$ cat src/rtl/axis_packet_arbiter.sv
// axis_packet_arbiter
//   Round-robin packet arbiter that shares one AXI-Stream egress between
//   NUM_STREAMS packet sources. A grant is held from the first beat to the
//   tlast beat, so packets never interleave. An optional idle gap of
//   GAP_CYCLES cycles is enforced after every packet.
//
// Ports
//   clk            clock
//   sresetn        synchronous reset, active low
//   axis_i_tready  per-stream ready (bit i = stream i)
//   axis_i_tvalid  per-stream valid
//   axis_i_tlast   per-stream last
//   axis_i_tdata   stream i at [i*8*AXIS_BYTES +: 8*AXIS_BYTES]
//   axis_o_tready  egress ready
//   axis_o_tvalid  egress valid
//   axis_o_tlast   egress last
//   axis_o_tdata   egress data
//   grant_idx      currently / most recently granted stream
module axis_packet_arbiter #(
  parameter int NUM_STREAMS = 2,
  parameter int AXIS_BYTES  = 1,
  parameter int GAP_CYCLES  = 0
) (
  input  logic                                              clk,
  input  logic                                              sresetn,
  output logic [NUM_STREAMS-1:0]                            axis_i_tready,
  input  logic [NUM_STREAMS-1:0]                            axis_i_tvalid,
  input  logic [NUM_STREAMS-1:0]                            axis_i_tlast,
  input  logic [NUM_STREAMS*8*AXIS_BYTES-1:0]               axis_i_tdata,
  input  logic                                              axis_o_tready,
  output logic                                              axis_o_tvalid,
  output logic                                              axis_o_tlast,
  output logic [8*AXIS_BYTES-1:0]                           axis_o_tdata,
  output logic [((NUM_STREAMS > 1) ? $clog2(NUM_STREAMS) : 1)-1:0] grant_idx
);

  localparam int DW = 8 * AXIS_BYTES;
  localparam int GW = (NUM_STREAMS > 1) ? $clog2(NUM_STREAMS) : 1;
  localparam int CW = (GAP_CYCLES > 0) ? $clog2(GAP_CYCLES + 1) : 1;

  typedef enum logic [1:0] {
    ST_IDLE = 2'd0,
    ST_PASS = 2'd1,
    ST_GAP  = 2'd2
  } state_t;

  state_t          r_state;
  logic [GW-1:0]   r_grant;
  logic [CW-1:0]   r_gap_cnt;

  logic            w_any;
  logic [GW-1:0]   w_next;
  logic [GW-1:0]   w_scan_idx;
  logic            w_sel_valid;
  logic            w_sel_last;
  logic [DW-1:0]   w_sel_data;
  logic            w_last_hs;

  // Round-robin pick: scan grant+1, grant+2, ... so the last winner is checked last.
  always_comb begin
    w_any      = 1'b0;
    w_next     = r_grant;
    w_scan_idx = r_grant;
    for (int k = 1; k <= NUM_STREAMS; k++) begin
      w_scan_idx = GW'((int'(r_grant) + k) % NUM_STREAMS);
      if (!w_any && axis_i_tvalid[w_scan_idx]) begin
        w_any  = 1'b1;
        w_next = w_scan_idx;
      end else begin
        w_any  = w_any;
      end
    end
  end

  // Select the granted stream's beat.
  always_comb begin
    w_sel_valid = axis_i_tvalid[r_grant];
    w_sel_last  = axis_i_tlast[r_grant];
    w_sel_data  = axis_i_tdata[int'(r_grant) * DW +: DW];
  end

  // Zero-latency pass-through while a packet is open; everything quiet otherwise.
  // tvalid never depends on egress tready, so no ready->valid loop is created.
  always_comb begin
    axis_o_tvalid = 1'b0;
    axis_o_tlast  = 1'b0;
    axis_o_tdata  = {DW{1'b0}};
    axis_i_tready = {NUM_STREAMS{1'b0}};
    if (r_state == ST_PASS) begin
      axis_o_tvalid          = w_sel_valid;
      axis_o_tlast           = w_sel_last;
      axis_o_tdata           = w_sel_data;
      axis_i_tready[r_grant] = axis_o_tready;
    end else begin
      axis_o_tvalid = 1'b0;
    end
  end

  assign w_last_hs = axis_o_tvalid & axis_o_tready & axis_o_tlast;
  assign grant_idx = r_grant;

  // Arbitration FSM: IDLE picks a winner, PASS holds it to tlast, GAP enforces idle cycles.
  always_ff @(posedge clk) begin
    if (!sresetn) begin
      r_state   <= ST_IDLE;
      r_grant   <= GW'(NUM_STREAMS - 1);
      r_gap_cnt <= {CW{1'b0}};
    end else begin
      case (r_state)
        ST_IDLE: begin
          if (w_any) begin
            r_grant <= w_next;
            r_state <= ST_PASS;
          end else begin
            r_state <= ST_IDLE;
          end
        end
        ST_PASS: begin
          if (w_last_hs) begin
            if (GAP_CYCLES > 0) begin
              // GAP lasts load+1 cycles, so load one less than the gap length.
              r_gap_cnt <= CW'(GAP_CYCLES - 1);
              r_state   <= ST_GAP;
            end else begin
              r_state <= ST_IDLE;
            end
          end else begin
            r_state <= ST_PASS;
          end
        end
        ST_GAP: begin
          if (r_gap_cnt == {CW{1'b0}}) begin
            r_state <= ST_IDLE;
          end else begin
            r_gap_cnt <= r_gap_cnt - {{(CW-1){1'b0}}, 1'b1};
          end
        end
        default: begin
          r_state <= ST_IDLE;
        end
      endcase
    end
  end

endmodule

$ cat config.mk
export PLATFORM = sky130hd
export DESIGN_NAME = axis_packet_arbiter
export DESIGN_NICKNAME = d
export VERILOG_FILES = /design/src/rtl/axis_packet_arbiter.sv
export SDC_FILE = /design/constraint.sdc
export NUM_CORES = 1
export LEC_CHECK = 0
export CAP_MARGIN = 20
export CORE_AREA = 2 2 39 41
export DETAILED_ROUTE_END_ITERATION = 10
export DIE_AREA = 0 0 41 43
export PLACE_DENSITY = 0.69
export SYNTH_ARGS = -nofsm -noshare
export SYNTH_HDL_FRONTEND = slang
export SYNTH_SLANG_ARGS = --single-unit
$ cat constraint.sdc
create_clock -name clk -period 1 [get_ports clk]
set_input_delay 0.1 -clock clk [delete_from_list [all_inputs] [get_ports clk]]
set_output_delay 0.1 -clock clk [all_outputs]
set_load 0.02 [all_outputs]
==> impl_metrics.py, run 1 <==
metrics = {
    "timing": {
        "period_share": 1.282,
        "hold_viol": 0,
        "finalClockSkew_ns": 0.01848,
        "finalMaxSlewViolations": 0,
        "worst_slack_ns": -0.2820,
        "finalSetupViolCount": 15,
        "worst_pin_slew_ns": 0.1651,
        "slew_headroom": 0.8868,
        "setup-tns-final_ns": -3.455,
        "max_freq_mhz": 780.0,
        "rsz0062_at_grt": "true",
        "layout_min_cycle_time_ns": 1.282,
    },
    "routing": {
        "post-route-drc-count": 0,
        "vias": 432,
        "wl_um": 1136,
        "drt-vias-per-instance": 4.320,
        "antenna_left": 0,
        "drtIter0Drc": 4,
        "wire_per_inst_um": 11.36,
        "drt_pass1_iterations": 2,
    },
    "die": {
        "rows": 14,
        "fp.dieW_um": 41,
        "core_mm2": 0.001384,
        "num_io_pins": 36,
        "dieArea_mm2": 0.001763,
        "chipHeight_um": 43,
        "start_util": 0.1863,
    },
    "power": {
        "p_leak_uw": 0.0003800,
        "total_power_uw": 752.3,
        "p_seq_frac": 0.123,
        "p_int_uw": 497.3,
        "combPwrFrac": 0.580,
        "p_per_area_mw_per_mm2": 902.7,
        "switching_share": 0.3390,
        "peakVddDrop_uv": 518.2,
        "switchingPower_uw": 255.0,
        "power_frac_clock": 0.297,
    },
    "global_route": {
        "grt_overflow": 0,
        "grt_util_all_layers": 0.1423,
        "grt_antenna_before_repair": 0,
        "grt_max_degree": 9,
        "grt_pass1_vias": 425,
        "grt_pass1_wl_um": 1676,
    },
    "setup_path": {
        "cp-startpoint": "grant_idx",
        "rrSetupSlack_ns": -0.28,
        "end_kind": "flop",
        "arrival_ns": 1.39,
        "crit_type": "flop to flop",
        "start_kind": "flop",
        "r2r-start": "grant_idx",
        "critPathRequiredTime_ns": 1.11,
        "reg2regPathDepth": 4,
        "path_max_fanout": 6,
        "r2r-end": "r_state[0]",
    },
    "worst_hold_path": {
        "hold-path-cell-count": 3,
        "holdCritPathClass": "primary input to flop",
        "hold_end": "grant_idx",
        "worstHoldStart": "sresetn",
    },
    "clock_network": {
        "ctsHoldBuffers": 0,
        "clk_pin_slew_worst_paths_ns": 0.05,
        "clock_path_buffers": 2,
        "clk_latency_ns": 0.25,
        "root_buffer": "clkbuf_4",
        "cts_sinks": 2,
        "htree_levels": 1,
        "cts_buffers": 3,
        "cts_tree": "yes",
    },
    "synthesis": {
        "ys_types": 12,
        "synth_nets": 58,
        "yosysTopAreaCellShare": 0.3883,
        "ys_ff_latch": 2,
        "yosys-top-cells-area": "mux2i_1 39%, nor2_1 17%, dfxtp_1 16%",
        "netlist_area_um2": 257.7,
        "yosysSeqAreaShare": 0.1553,
        "syn_inst": 35,
        "synth_top_area_cell": "mux2i_1",
        "ys.warnings.count": 0,
        "syn_area_per_cell_um2": 7.364,
    },
    "run_status": {
        "status": "finished, violations left",
        "violations": "setup timing",
    },
    "placed_design": {
        "gp_congestion": 0.5609,
        "port_buffers": 35,
        "dpl-instance-area_um2": 721.9,
        "dp_hpwl_um": 813.7,
    },
    "finish": {
        "drive_gt1_frac": 0.5357,
        "diodes": 0,
        "final_cell_mix": "22 x clkdlybuf4s50_1, 12 x buf_6, 10 x nor2_2",
        "design_area_um2": 833.3,
        "layout_commonest_cell": "clkdlybuf4s50_1",
        "final_nets": 108,
        "fillCellCount": 127,
        "syn_to_final_growth_pct": 223.3,
    },
    "run": {
        "max-cap-violations": 0,
    },
}
==> sequential cells by signal, summed over array words and instances (netlist names) <==
signal / cells
r_state: 1
grant_idx: 1
==> synth_stat cells <==
cell and count:
a221o_1 1, and3_1 1, buf_4 2, clkbuf_1 1
dfxtp_1 2, inv_1 2, mux2i_1 10, nand2_1 1
nand2b_1 1, nor2_1 12, o31a_1 1, o41a_1 1
==> worst max-delay path, cell delays in order (launching register included) <==
cell     delay (ns)
dfxtp_4        0.35
buf_8          0.14
mux2i_4        0.19
buf_6          0.11
o41a_1         0.35
==> layer usage <==
| layer | vias to the layer above | wire length, um | track usage |
|---|---|---|---|
| li1 | 220 | - | - |
| met1 | 188 | 476 | 0.1597 |
| met2 | 22 | 562 | 0.2281 |
| met3 | 2 | 87 | 0.05236 |
| met4 | 0 | 9 | 0.06000 |
| met5 | - | 0 | 0 |
==> through the flow <==
step	worst slack [ns]	utilization	instances	hold WS [ns]
6_report	-0.2820	0.6022	100	0.4770
5_1_grt	-0.3140	0.6022	100	0.5009
4_1_cts	-0.2614	0.5561	100	0.4721
3_5_place_dp	-0.4776	0.5217	91	0.6793
3_3_place_gp	-0.4573	0.5217	91	0.6920
2_1_floorplan	-0.08374	-	35	0.2370
==> how the worst max path moves through the flow <==
stage | endpoint | depth (start not counted)
2_1_floorplan | r_state[0] | 3
3_3_place_gp | axis_o_tvalid | 4
3_5_place_dp | axis_o_tvalid | 4
4_1_cts | axis_o_tlast | 4
5_1_grt | r_state[0] | 4
6_report | r_state[0] | 4
==> power groups by stage <==
stage / Clock, uW / Sequential (uW) / Combinational, uW
after floorplan: 0 / 97.5 / 166
after global placement: 0 / 110 / 354
after detailed placement: 0 / 110 / 359
after CTS: 214 / 91.4 / 394
after global routing: 238 / 93.1 / 464
final: 223 / 92.6 / 436
==> repair_timing <==
| action | 4_1_cts | 5_1_grt |
|---|---|---|
| buffers inserted | 6 | 0 |
| pin swaps | 1 | 0 |
| endpoints found under the setup margin | 15 | 15 |
| resized for setup | 60 | 18 |
==> cell families after synthesis <==
logic type	synth area share
AND/OR/NAND/NOR	0.2379
multiplexers	0.3884
buffers and inverters	0.1019
AO/OA/AOI/OAI	0.1165
flip-flops	0.1553
==> final cells by class <==
class / count / area [um2] / area share
clock buffers: 4 / 26.28 / 0.03153
inverters: 2 / 7.507 / 0.009009
multi-input cells: 28 / 261.5 / 0.3138
flip-flops and latches: 2 / 43.79 / 0.05255
well taps: 16 / 20.02 / 0.02402
repair buffers: 48 / 474.2 / 0.5691
(Power assumes the default switching activity.)
==> run 2: changes to the inputs <==
- MAX_ROUTING_LAYER: unset -> met4
- REMOVE_ABC_BUFFERS: unset -> 1
==> run 2 against run 1 <==
  * Critical path type is now flop to output port
  * Clock power is 17% lower
  * Via count increased by 0.69%
  * Core utilization decreased by 7.8 points
  * Non-clock buffer count is 2 lower
  * Maximum frequency is 1.6% higher
  * The flow still finishes with violations (setup timing)
  * Clock skew decreased by 0.016 ns
  * Highest routed layer is now met3
  * Clock-buffer cell count is 1 lower
  * Critical path depth unchanged
  * Hold slack improved by 0.037 ns
  * Worst setup slack improved by 0.020 ns
==> impl_metrics.py, run 2 (same netlist as run 1, synthesis figures left out) <==
metrics = {
    "run_status": {
        "status": "finished, violations left",
        "violations": "setup timing",
    },
    "clock_network": {
        "clk_pin_slew_worst_paths_ns": 0.03,
        "clock_path_buffers": 2,
        "cts_sinks": 2,
        "root_buffer": "clkbuf_4",
        "cts_buffers": 3,
        "htree_levels": 1,
        "cts_tree": "yes",
        "ctsHoldBuffers": 0,
        "clk_latency_ns": 0.23,
    },
    "timing": {
        "slew_headroom": 0.7905,
        "worst_pin_slew_ns": 0.3139,
        "layout_min_cycle_time_ns": 1.262,
        "max_freq_mhz": 792.2,
        "rsz0062_at_grt": "true",
        "hold_viol": 0,
        "finalSetupViolCount": 14,
        "period_share": 1.262,
        "setup-tns-final_ns": -2.745,
        "finalMaxSlewViolations": 0,
        "worst_slack_ns": -0.2624,
        "finalClockSkew_ns": 0.002568,
    },
    "routing": {
        "drt_pass1_iterations": 1,
        "routed-wl-met2_um": 544,
        "met3WireLength_um": 110,
        "wl_um": 1068,
        "vias": 435,
        "antenna_left": 0,
        "wire_per_inst_um": 11.01,
        "routed.top_layer": "met3",
        "drt-met1-wl_um": 413,
        "drt-vias-per-instance": 4.485,
        "post-route-drc-count": 0,
        "drtIter0Drc": 0,
    },
    "setup_path": {
        "rrSetupSlack_ns": -0.25,
        "crit_chain": "buf_6 -> mux2i_4 -> nor2_1 -> buf_4",
        "path_max_fanout": 5,
        "cp_num_buf_inv": 2,
        "crit_type": "flop to output port",
        "arrival_ns": 1.16,
        "crit_family": "flip-flops",
        "slowest_delay_ns": 0.36,
        "critPathRequiredTime_ns": 0.90,
        "r2r-start": "grant_idx",
        "r2r-end": "r_state[0]",
        "reg2regPathDepth": 4,
        "cp_slowest_cell": "dfxtp_4",
        "start_kind": "flop",
        "end_kind": "output port",
    },
    "finish": {
        "diodes": 0,
        "drive_gt1_frac": 0.3951,
        "layout_commonest_cell": "clkdlybuf4s50_1",
        "final_cell_mix": "22 x clkdlybuf4s50_1, 11 x nor2_1, 9 x buf_4",
        "syn_to_final_growth_pct": 181.6,
        "final_nets": 106,
    },
    "power": {
        "power_frac_clock": 0.288,
        "p_per_area_mw_per_mm2": 887.8,
        "total_power_uw": 644.3,
        "switchingPower_uw": 209.9,
        "switching_share": 0.3259,
        "combPwrFrac": 0.566,
        "p_leak_uw": 0.0003639,
        "p_int_uw": 434.3,
        "p_seq_frac": 0.146,
        "peakVddDrop_uv": 366.7,
    },
    "global_route": {
        "grt_overflow": 0,
        "grt_pass1_wl_um": 1662,
        "grt_max_degree": 12,
        "grt_pass1_vias": 418,
        "grt_antenna_before_repair": 0,
        "grt_util_all_layers": 0.1427,
    },
    "die": {
        "num_io_pins": 36,
        "fp.dieW_um": 41,
        "dieArea_mm2": 0.001763,
        "rows": 14,
        "start_util": 0.1863,
        "core_mm2": 0.001384,
        "chipHeight_um": 43,
    },
    "worst_hold_path": {
        "holdCritPathClass": "primary input to flop",
        "hold-path-cell-count": 3,
        "hold_end": "grant_idx",
        "worstHoldStart": "sresetn",
    },
    "placed_design": {
        "dp_slack_ns": -0.4734,
        "gp_congestion": 0.5657,
        "dp_hpwl_um": 751.5,
        "port_buffers": 35,
    },
    "run": {
        "max-cap-violations": 0,
    },
}
## run 2: power by group through the flow
stage               Combinational, uW  Sequential, uW  Clock (uW)
floorplan                         116             111           0
global placement                  342            91.6           0
detailed placement                346            92.2           0
CTS                               325            93.1         190
global route                      393            94.3         204
finish                            365            93.9         186
## run 2: worst max path at each step
stage                      from            end  slack, ns  depth (start not counted)
3_5_place_dp   axis_i_tvalid[0]  axis_o_tvalid      -0.47                          4
6_report              grant_idx   axis_o_tlast      -0.26                          4
2_1_floorplan         grant_idx     r_state[0]      -0.48                          2
4_1_cts               grant_idx   axis_o_tlast      -0.26                          4
5_1_grt               grant_idx   axis_o_tlast      -0.32                          4
3_3_place_gp   axis_i_tvalid[1]  axis_o_tvalid      -0.45                          4
## run 2: layout make-up
| class | instances | area (um2) |
|---|---|---|
| Timing Repair Buffer | 46 | 412.9 |
| Tap cell | 16 | 20.02 |
| Clock buffer | 3 | 22.52 |
| Inverter | 2 | 7.507 |
| Sequential cell | 2 | 43.79 |
| Multi-Input combinational cell | 28 | 219.0 |
| Fill cell | 149 | 658.1 |
## run 2: worst reg2reg max path, stage by stage, from the launching register on
cell and delay (ns):
dfxtp_4 0.35, buf_6 0.14, mux2i_2 0.15, buf_4 0.14
o41a_1 0.36
## run 2: what timing repair did
item,CTS,global route
resized for setup,55,19
hold endpoints to repair,0,0
buffers inserted,2,2
pin swaps,1,4
setup endpoints to repair,15,15
## run 2: routing by layer
metal / vias to the layer above / global-route usage
met5: - / -
met4: 0 / 0.08000
met3: 0 / 0.04188
met2: 31 / 0.2156
met1: 191 / 0.1597
li1: 213 / -
## run 2: through the flow
stage                 util  hold slack [ns]  instance area, um2  instances
floorplan                -           0.2378               239.0         32
global placement    0.4892           0.6733               676.9         92
detailed placement  0.4892           0.6762               676.9         92
CTS                 0.4792           0.4859               663.1         96
global route        0.5244           0.5464               725.7         97
finish              0.5244           0.5139               725.7         97
==> run 3: changes to the inputs <==
- CTS_BUF_LIST: unset -> sky130_fd_sc_hd__clkbuf_8
- PLACE_DENSITY: 0.69 -> 0.66
==> run 3 against run 2 <==
  * The flow still finishes with violations (setup timing)
  * Hold slack worse by 0.018 ns
  * Largest cell class unchanged
  * Via count down 2.8%
  * First-iteration DRC count up 3
  * Sequential share of layout area down 0.30 points
==> impl_metrics.py, run 3 (same netlist as run 1, synthesis figures left out) <==
metrics = {
    "setup_path": {
        "crit_type": "flop to output port",
        "crit_family": "flip-flops",
        "crit_chain": "buf_12 -> mux2i_4 -> nor2_1 -> buf_2",
        "cp_slowest_cell": "dfxtp_4",
        "slowest_delay_ns": 0.37,
        "arrival_ns": 1.18,
        "reg2regPathDepth": 4,
        "start_kind": "flop",
        "path_max_fanout": 8,
        "rrSetupSlack_ns": -0.25,
        "r2r-end": "r_state[0]",
        "r2r-start": "grant_idx",
        "end_kind": "output port",
        "critPathRequiredTime_ns": 0.90,
        "cp_num_buf_inv": 2,
    },
    "power": {
        "power_frac_clock": 0.398,
        "switching_share": 0.2767,
        "combPwrFrac": 0.480,
        "p_leak_uw": 0.0003843,
        "p_int_uw": 569.4,
        "switchingPower_uw": 217.8,
        "total_power_uw": 787.2,
        "p_seq_frac": 0.122,
        "peakVddDrop_uv": 417.0,
        "p_per_area_mw_per_mm2": 1031,
    },
    "worst_hold_path": {
        "hold_end": "grant_idx",
        "holdCritPathClass": "primary input to flop",
        "worstHoldStart": "sresetn",
        "hold-path-cell-count": 3,
    },
    "clock_network": {
        "clock_path_buffers": 2,
        "clk_pin_slew_worst_paths_ns": 0.03,
        "clk_latency_ns": 0.21,
        "cts_sinks": 2,
        "cts_buffers": 3,
        "ctsHoldBuffers": 0,
        "htree_levels": 1,
        "cts_tree": "yes",
        "root_buffer": "clkbuf_8",
    },
    "placed_design": {
        "gp_congestion": 0.6020,
        "dp_hpwl_um": 720,
        "dp.cells": 90,
        "dpl-instance-area_um2": 674.4,
        "dp_slack_ns": -0.4790,
        "port_buffers": 35,
    },
    "die": {
        "num_io_pins": 36,
        "rows": 14,
        "dieArea_mm2": 0.001763,
        "chipHeight_um": 43,
        "start_util": 0.1863,
        "fp.dieW_um": 41,
        "core_mm2": 0.001384,
    },
    "finish": {
        "final_cell_mix": "21 x clkdlybuf4s50_1, 11 x nor2_1, 8 x mux2i_1",
        "final_nets": 105,
        "drive_gt1_frac": 0.4000,
        "diodes": 0,
        "design_area_um2": 763.2,
        "layout_commonest_cell": "clkdlybuf4s50_1",
        "fillCellCount": 141,
        "fin_util": 0.5515,
        "syn_to_final_growth_pct": 196.1,
        "fin_cells": 96,
    },
    "global_route": {
        "grt_pass1_wl_um": 1559,
        "grt_pass1_vias": 385,
        "grt_antenna_before_repair": 0,
        "grt_util_all_layers": 0.1322,
        "grt_overflow": 0,
        "grt_max_degree": 12,
    },
    "timing": {
        "slew_headroom": 0.7932,
        "layout_min_cycle_time_ns": 1.285,
        "rsz0062_at_grt": "true",
        "max_freq_mhz": 778.3,
        "finalSetupViolCount": 15,
        "finalMaxSlewViolations": 0,
        "worst_slack_ns": -0.2849,
        "hold_viol": 0,
        "worst_pin_slew_ns": 0.3098,
        "finalClockSkew_ns": 0.004630,
        "period_share": 1.285,
    },
    "routing": {
        "drt_pass1_iterations": 2,
        "wire_per_inst_um": 10.52,
        "antenna_left": 0,
        "drtIter0Drc": 3,
        "wl_um": 1010,
        "drt-vias-per-instance": 4.406,
        "post-route-drc-count": 0,
        "vias": 423,
    },
    "run_status": {
        "violations": "setup timing",
        "status": "finished, violations left",
    },
    "run": {
        "max-cap-violations": 0,
    },
}
==> run 3: cell count changes in the layout (fill, tap and decap cells not counted), sizes merged <==
| cell | delta |
|---|---|
| buf | -1 |
| clkdlybuf4s50 | -1 |
| dlygate4sd2 | +1 |
==> run 3: cell type report <==
| class | instances | area [um2] | share of cell area |
|---|---|---|---|
| repair buffers | 45 | 432.9 | 0.5672 |
| multi-input cells | 28 | 217.7 | 0.2852 |
| flip-flops and latches | 2 | 43.79 | 0.05738 |
| clock buffers | 3 | 41.29 | 0.05410 |
| well taps | 16 | 20.02 | 0.02623 |
| inverters | 2 | 7.507 | 0.009836 |
==> run 3: tightest hold or removal path, stage by stage <==
cell             delay, ns
clkdlybuf4s50_1       0.43
inv_1                 0.06
a221o_1               0.09
==> run 3: worst max-delay path by stage <==
stage                                 from       endpoint  slack (ns)  cells after the start
after floorplan                  grant_idx     r_state[0]       -0.48                      2
after global placement    axis_i_tvalid[1]  axis_o_tvalid       -0.47                      4
after detailed placement  axis_i_tvalid[1]  axis_o_tvalid       -0.48                      4
after CTS                        grant_idx  axis_o_tvalid       -0.29                      4
after global routing             grant_idx  axis_o_tvalid       -0.33                      4
final                            grant_idx  axis_o_tvalid       -0.28                      4
==> run 3: power groups by stage <==
stage,Combinational [uW],Clock [uW],Sequential (uW)
final,378,313,95.8
after global routing,407,330,96.3
after CTS,357,319,95.5
after detailed placement,347,0,92.0
after global placement,345,0,91.8
after floorplan,116,0,111
==> run 3: metal layers <==
| metal | up-vias | part of all wire | GRT usage |
|---|---|---|---|
| li1 | 210 | - | - |
| met1 | 181 | 0.39 | 0.1524 |
| met2 | 32 | 0.51 | 0.1969 |
| met3 | 0 | 0.098 | 0.04712 |
| met4 | 0 | 0 | 0.06000 |
| met5 | - | 0 | - |
==> run 3: repair_timing <==
item                       4_1_cts  5_1_grt
pin swaps                        1        2
buffers inserted                 1        1
resized for setup               67        8
gates cloned                     1        0
setup endpoints to repair       15       14
==> run 3: through the flow <==
step / setup TNS, ns / hold slack, ns
floorplan: -4.505 / 0.2378
global placement: -5.711 / 0.6562
detailed placement: -5.847 / 0.6796
CTS: -2.721 / 0.4943
global route: -3.563 / 0.5060
finish: -2.872 / 0.4959
